===== config.mk =====
export PLATFORM = sky130hd
export DESIGN_NAME = alu_cmd_responder
export DESIGN_NICKNAME = d
export VERILOG_FILES = /design/src/rtl/alu_cmd_responder.sv
export SDC_FILE = /design/constraint.sdc
export NUM_CORES = 1
export LEC_CHECK = 0
export ABC_AREA = 1
export CAP_MARGIN = 30
export CELL_PAD_IN_SITES_DETAIL_PLACEMENT = 1
export CELL_PAD_IN_SITES_GLOBAL_PLACEMENT = 1
export CORE_MARGIN = 8
export CORE_UTILIZATION = 29
export CTS_CLUSTER_DIAMETER = 120
export DETAILED_ROUTE_END_ITERATION = 12
export GPL_TIMING_DRIVEN = 0
export PLACE_DENSITY = 0.76
export SETUP_SLACK_MARGIN = 0.4
export SYNTH_ARGS = -nofsm -noshare
export SYNTH_HDL_FRONTEND = slang
export SYNTH_SLANG_ARGS = --single-unit

===== constraint.sdc =====
create_clock -name clk -period 1.2 [get_ports clk]
set_clock_uncertainty 0.15 [all_clocks]
set_input_delay 0.24 -clock clk [delete_from_list [all_inputs] [get_ports clk]]
set_output_delay 0.24 -clock clk [all_outputs]
set_load 0.01 [all_outputs]

===== src/rtl/alu_cmd_responder.sv =====
`timescale 1ns/1ps
`default_nettype none
// ============================================================================
//  Module   : alu_cmd_responder
//  Purpose  : Serves a combinational 4-bit alu over valid/ready channels.
//             A command is latched onto registered alu operands and held
//             there for a fixed settle time. The alu results are then
//             captured and returned over a response channel.
//  Revision : 1.0 - initial release
// ============================================================================
module alu_cmd_responder #(
  parameter int W             = 4,
  parameter int SETTLE_CYCLES = 1,
  parameter int CNT_W         = 8
) (
  input  logic             clk,
  input  logic             rst,
  input  logic             cmd_valid,
  output logic             cmd_ready,
  input  logic [3:0]       cmd_opcode,
  input  logic [W-1:0]     cmd_a,
  input  logic [W-1:0]     cmd_b,
  output logic [3:0]       alu_opcode,
  output logic [W-1:0]     alu_a,
  output logic [W-1:0]     alu_b,
  input  logic [W-1:0]     alu_x,
  input  logic [W-1:0]     alu_y,
  output logic             rsp_valid,
  input  logic             rsp_ready,
  output logic [W-1:0]     rsp_x,
  output logic [W-1:0]     rsp_y,
  output logic             busy,
  output logic [CNT_W-1:0] op_count
);

  localparam logic [1:0] S_IDLE = 2'd0;
  localparam logic [1:0] S_EXEC = 2'd1;
  localparam logic [1:0] S_RESP = 2'd2;

  // The settle counter is loaded with SETTLE_CYCLES-1 (legal range 1..15).
  localparam logic [3:0] c_SETTLE_LOAD = 4'(SETTLE_CYCLES - 1);

  logic [1:0]       r_state;
  logic [1:0]       w_next_state;
  logic [3:0]       r_settle_cnt;
  logic             r_cmd_ready;
  logic             r_rsp_valid;
  logic [3:0]       r_alu_opcode;
  logic [W-1:0]     r_alu_a;
  logic [W-1:0]     r_alu_b;
  logic [W-1:0]     r_rsp_x;
  logic [W-1:0]     r_rsp_y;
  logic [CNT_W-1:0] r_op_count;
  logic             w_cmd_accept;
  logic             w_rsp_handshake;
  logic             w_settled;

  // r_cmd_ready is only ever high in IDLE, so it also qualifies the accept.
  assign w_cmd_accept    = cmd_valid & r_cmd_ready;
  assign w_rsp_handshake = r_rsp_valid & rsp_ready;
  assign w_settled       = (r_settle_cnt == 4'd0);

  // Next-state decode for the IDLE -> EXEC -> RESP -> IDLE cycle.
  always_comb begin
    w_next_state = r_state;
    case (r_state)
      S_IDLE:  if (w_cmd_accept)    w_next_state = S_EXEC;
      S_EXEC:  if (w_settled)       w_next_state = S_RESP;
      S_RESP:  if (w_rsp_handshake) w_next_state = S_IDLE;
      default:                      w_next_state = S_IDLE;
    endcase
  end

  // State register; ready is registered from the next state so it stays low
  // while reset is held and rises on the first edge after release.
  always_ff @(posedge clk or posedge rst) begin
    if (rst) begin
      r_state     <= S_IDLE;
      r_cmd_ready <= 1'b0;
    end else begin
      r_state     <= w_next_state;
      r_cmd_ready <= (w_next_state == S_IDLE);
    end
  end

  // Operand registers change only when a command is accepted.
  always_ff @(posedge clk or posedge rst) begin
    if (rst) begin
      r_alu_opcode <= 4'd0;
      r_alu_a      <= '0;
      r_alu_b      <= '0;
    end else if (w_cmd_accept) begin
      r_alu_opcode <= cmd_opcode;
      r_alu_a      <= cmd_a;
      r_alu_b      <= cmd_b;
    end
  end

  // Settle counter: loaded on accept, counts down to zero during EXEC.
  always_ff @(posedge clk or posedge rst) begin
    if (rst) begin
      r_settle_cnt <= 4'd0;
    end else if (w_cmd_accept) begin
      r_settle_cnt <= c_SETTLE_LOAD;
    end else if (r_state == S_EXEC && !w_settled) begin
      r_settle_cnt <= r_settle_cnt - 4'd1;
    end
  end

  // Response capture at the end of EXEC; data holds until the next capture.
  always_ff @(posedge clk or posedge rst) begin
    if (rst) begin
      r_rsp_valid <= 1'b0;
      r_rsp_x     <= '0;
      r_rsp_y     <= '0;
    end else if (r_state == S_EXEC && w_settled) begin
      r_rsp_valid <= 1'b1;
      r_rsp_x     <= alu_x;
      r_rsp_y     <= alu_y;
    end else if (w_rsp_handshake) begin
      r_rsp_valid <= 1'b0;
    end
  end

  // Completed-operation counter, wrapping modulo 2**CNT_W.
  always_ff @(posedge clk or posedge rst) begin
    if (rst) begin
      r_op_count <= '0;
    end else if (w_rsp_handshake) begin
      r_op_count <= r_op_count + CNT_W'(1);
    end
  end

  assign cmd_ready  = r_cmd_ready;
  assign busy       = (r_state != S_IDLE);
  assign alu_opcode = r_alu_opcode;
  assign alu_a      = r_alu_a;
  assign alu_b      = r_alu_b;
  assign rsp_valid  = r_rsp_valid;
  assign rsp_x      = r_rsp_x;
  assign rsp_y      = r_rsp_y;
  assign op_count   = r_op_count;

endmodule
`default_nettype wire


==> impl_metrics.yaml <==
outcome:
  run_status: "finished with violations"
  violated_checks: "setup timing"
cells_and_area:
  design.final.nets: 336
  most-common-layout-cells: "40 x nand2_1, 37 x buf_4, 33 x buf_6"
  final_layout_size_suffix_gt1_share_pct: 60.97
  layout.core_utilization_pct: 60.49
  layout.cells.most_common: "nand2_1"
  flow.area_growth_from_synthesis_pct: 103.4
  instances_no_fill: 383
cts:
  cts.hold.buffers_added: 0
  worst_setup_hold_path_clk_slew_ns: 0.08
  tritoncts_clock_tree: "done"
  clock_insertion_delay_worst_skew_ns: 0.29
  cts-htree-levels: 2
  numCtsBuffers: 5
  clk_buf_depth: 2
  clock-root-buffer: "clkbuf_8"
  cts_num_sinks: 36
synthesis:
  yosys_synthesis_warning_count: 0
  synth.distinct_cells: 23
  synth_nets: 213
  synth.top_cell.area_share_pct: 55.34
  netlist_area_mm2: 0.001628
  ff_latch_count_synth: 36
  netlist_instances: 186
  synth.yosys.seq_area_share_pct: 55.34
  netlist.top_cell.by_area: "dfrtp_1"
  synth_area_per_cell_um2: 8.752
  synth.top_cells.by_area: "dfrtp_1 55%, nand2_1 17%, inv_1 5.5%, o21ai_2 4.3%, ha_1 2.3%"
setup_path:
  critical_path_required_time_ns: 0.81
  r2r_start: "r_state[1]"
  reg2regPathDepth: 8
  cp_data_arrival_time_ns: 1.07
  timing.critical_path.cells: "or2_4 > buf_6"
  worst_r2r_endpoint: "rsp_x[1]"
  biggest_cell_delay_along_the_critical_path_ns: 0.40
  setup.worst_path.start_class: "register"
  worst-path-stages: 2
  end_kind: "output pin"
  critical-path-slowest-cell: "dfrtp_1"
  critical_path_buf_inv_count: 1
  critical_path.max_fanout: 2
  setup.worst_path.class: "reg -> out"
  critical_path.top_delay_family: "flip-flops"
  worst-r2r-setup-slack_ns: -0.25
detailed_routing:
  route.final.wire_length_um: 6720
  ant_nets: 0
  route.detailed.vias_per_inst: 4.517
  drt-wirelength-per-cell_um: 17.55
  detailroute.via_count: 1730
  drtIter0Drc: 66
  router_iterations_before_antenna_repair: 4
  number_of_design_rule_violations_left_after_detail_routing: 0
global_routing:
  initial_antenna_violation_count: 1
  grt_pass1_vias: 1904
  overflow: 0
  maximum_number_of_pins_on_one_net_before_global_route_repair: 16
  grt_first_pass_wirelength_um: 9715
  groute.usage.overall_pct: 14.89
pwr:
  vdd_ir_drop_max_v: 0.001364
  power.total_mw: 8.617
  pwr_density_cell_mw_per_mm2: 2603
  power.static_leakage_nw: 1.642
sta:
  hold_viol_final: 0
  fmax_ghz: 0.6832
  max_slew_margin_pct: 82.71
  fin_crit_sh_pct: 122.0
  finalHoldWorstSlack_ns: 0.1911
  timing.final.max_slew_violations: 0
  timing.final.crit_period_ns: 1.464
  setup_slack_ns: -0.2638
  setup_repair_after_global_routing_missed_its_margin: "true"
  setup_viol_count_final: 54
  tightestPinTransition_ns: 0.2585
die:
  floorplan.io_pins: 55
  die_height_um: 90.92
  dieWidth_um: 90.92
  design.die.area_mm2: 0.008266
  floorplan.rows: 27
  fp.coreArea_mm2: 0.005473
  initial_core_util_pct: 29.74
hold_path:
  hp-class: "in -> reg"
  hold_crit_depth: 2
  hold-path-endpoint: "rsp_valid"
  hp-start: "rsp_ready"
placement:
  dp.cells: 312
  port_buffers: 54
  gp_congestion: 0.7447
  dp_hpwl_um: 3352
run:
  cap_violations: 0
## Yosys cell counts
| library cell | count |
|---|---|
| nand2_1 | 75 |
| o31ai_1 | 1 |
| nand3_4 | 1 |
| xnor2_1 | 1 |
| buf_6 | 1 |
| nor2_1 | 10 |
| nor3_2 | 1 |
| o21ai_0 | 1 |
| nand4_1 | 3 |
| inv_2 | 1 |
| buf_2 | 1 |
| ha_1 | 3 |
| dfrtp_1 | 36 |
| nor2_4 | 1 |
| nand3_1 | 6 |
| xor2_1 | 3 |
| buf_1 | 1 |
| nand2_4 | 1 |
| o21ai_2 | 8 |
| o21ai_1 | 3 |
| or2_2 | 1 |
| nand2_2 | 3 |
| inv_1 | 24 |
## cell type report
class	count	area [µm²]
antenna	1	2.502
clock buffer	6	72.57
sequential	36	908.4
multi-input combinational	122	919.6
fill	608	2162
tap	72	90.09
buffer	3	45.04
inverter	25	120.1
clock inverter	2	35.03
timing repair buffer	115	1110
timing repair inverter	1	7.507
## worst max path at each step
| stage | from | endpoint | slack (ns) |
|---|---|---|---|
| after global placement | rsp_ready | cmd_ready | -0.35 |
| after floorplan | r_settle_cnt[0] | rsp_y[0] | -0.04 |
| after detailed placement | rsp_ready | cmd_ready | -0.39 |
| after global routing | r_state[1] | busy | -0.30 |
| final | r_state[1] | busy | -0.26 |
| after CTS | r_state[1] | busy | -0.25 |
## layer usage
layer / track usage (%) / vias to the layer above / wire (µm)
met3: 4.572 / 14 / 250
met1: 15.51 / 856 / 2459
met2: 27.75 / 42 / 3845
met4: 4.502 / 0 / 163
met5: 0 / - / 0
li1: - / 818 / -
## power breakdown
group	switching (mW)	internal, mW
Combinational	2.50	2.79
Clock	0.477	0.618
Sequential	0.471	1.76
## flip-flops by register name (all words and copies together) (netlist names)
signal / count
alu_b: 4
alu_opcode: 4
r_state: 2
cmd_ready: 1
alu_a: 4
rsp_x: 4
op_count: 8
rsp_y: 4
r_settle_cnt: 4
rsp_valid: 1
## cell families after synthesis
| group | after synthesis | synth area share, % |
|---|---|---|
| AO/OA/AOI/OAI | 13 | 5.995 |
| XOR/XNOR | 4 | 2.153 |
| adder cells (fa/ha/maj) | 3 | 2.306 |
| flip-flops | 36 | 55.34 |
| AND/OR/NAND/NOR | 102 | 27.21 |
| buffers and inverters | 28 | 6.994 |
## per-stage QoR
step	instance area, µm²	setup WS (ns)	TNS [ns]
final	3311	-0.2638	-4.346
after global routing	3311	-0.3027	-6.914
after CTS	3010	-0.2537	-3.637
after detailed placement	2327	-0.3944	-18.08
after global placement	2327	-0.3549	-17.17
after floorplan	1697	-0.04423	-0.04423
## repair_timing
action	CTS	global route
setup endpoints to repair	103	67
buffers inserted	36	22
gates cloned	4	0
gates resized for setup	220	31
hold endpoints to repair	0	0
pin swaps	24	12
No activity file was read; power rests on OpenSTA's default activity.
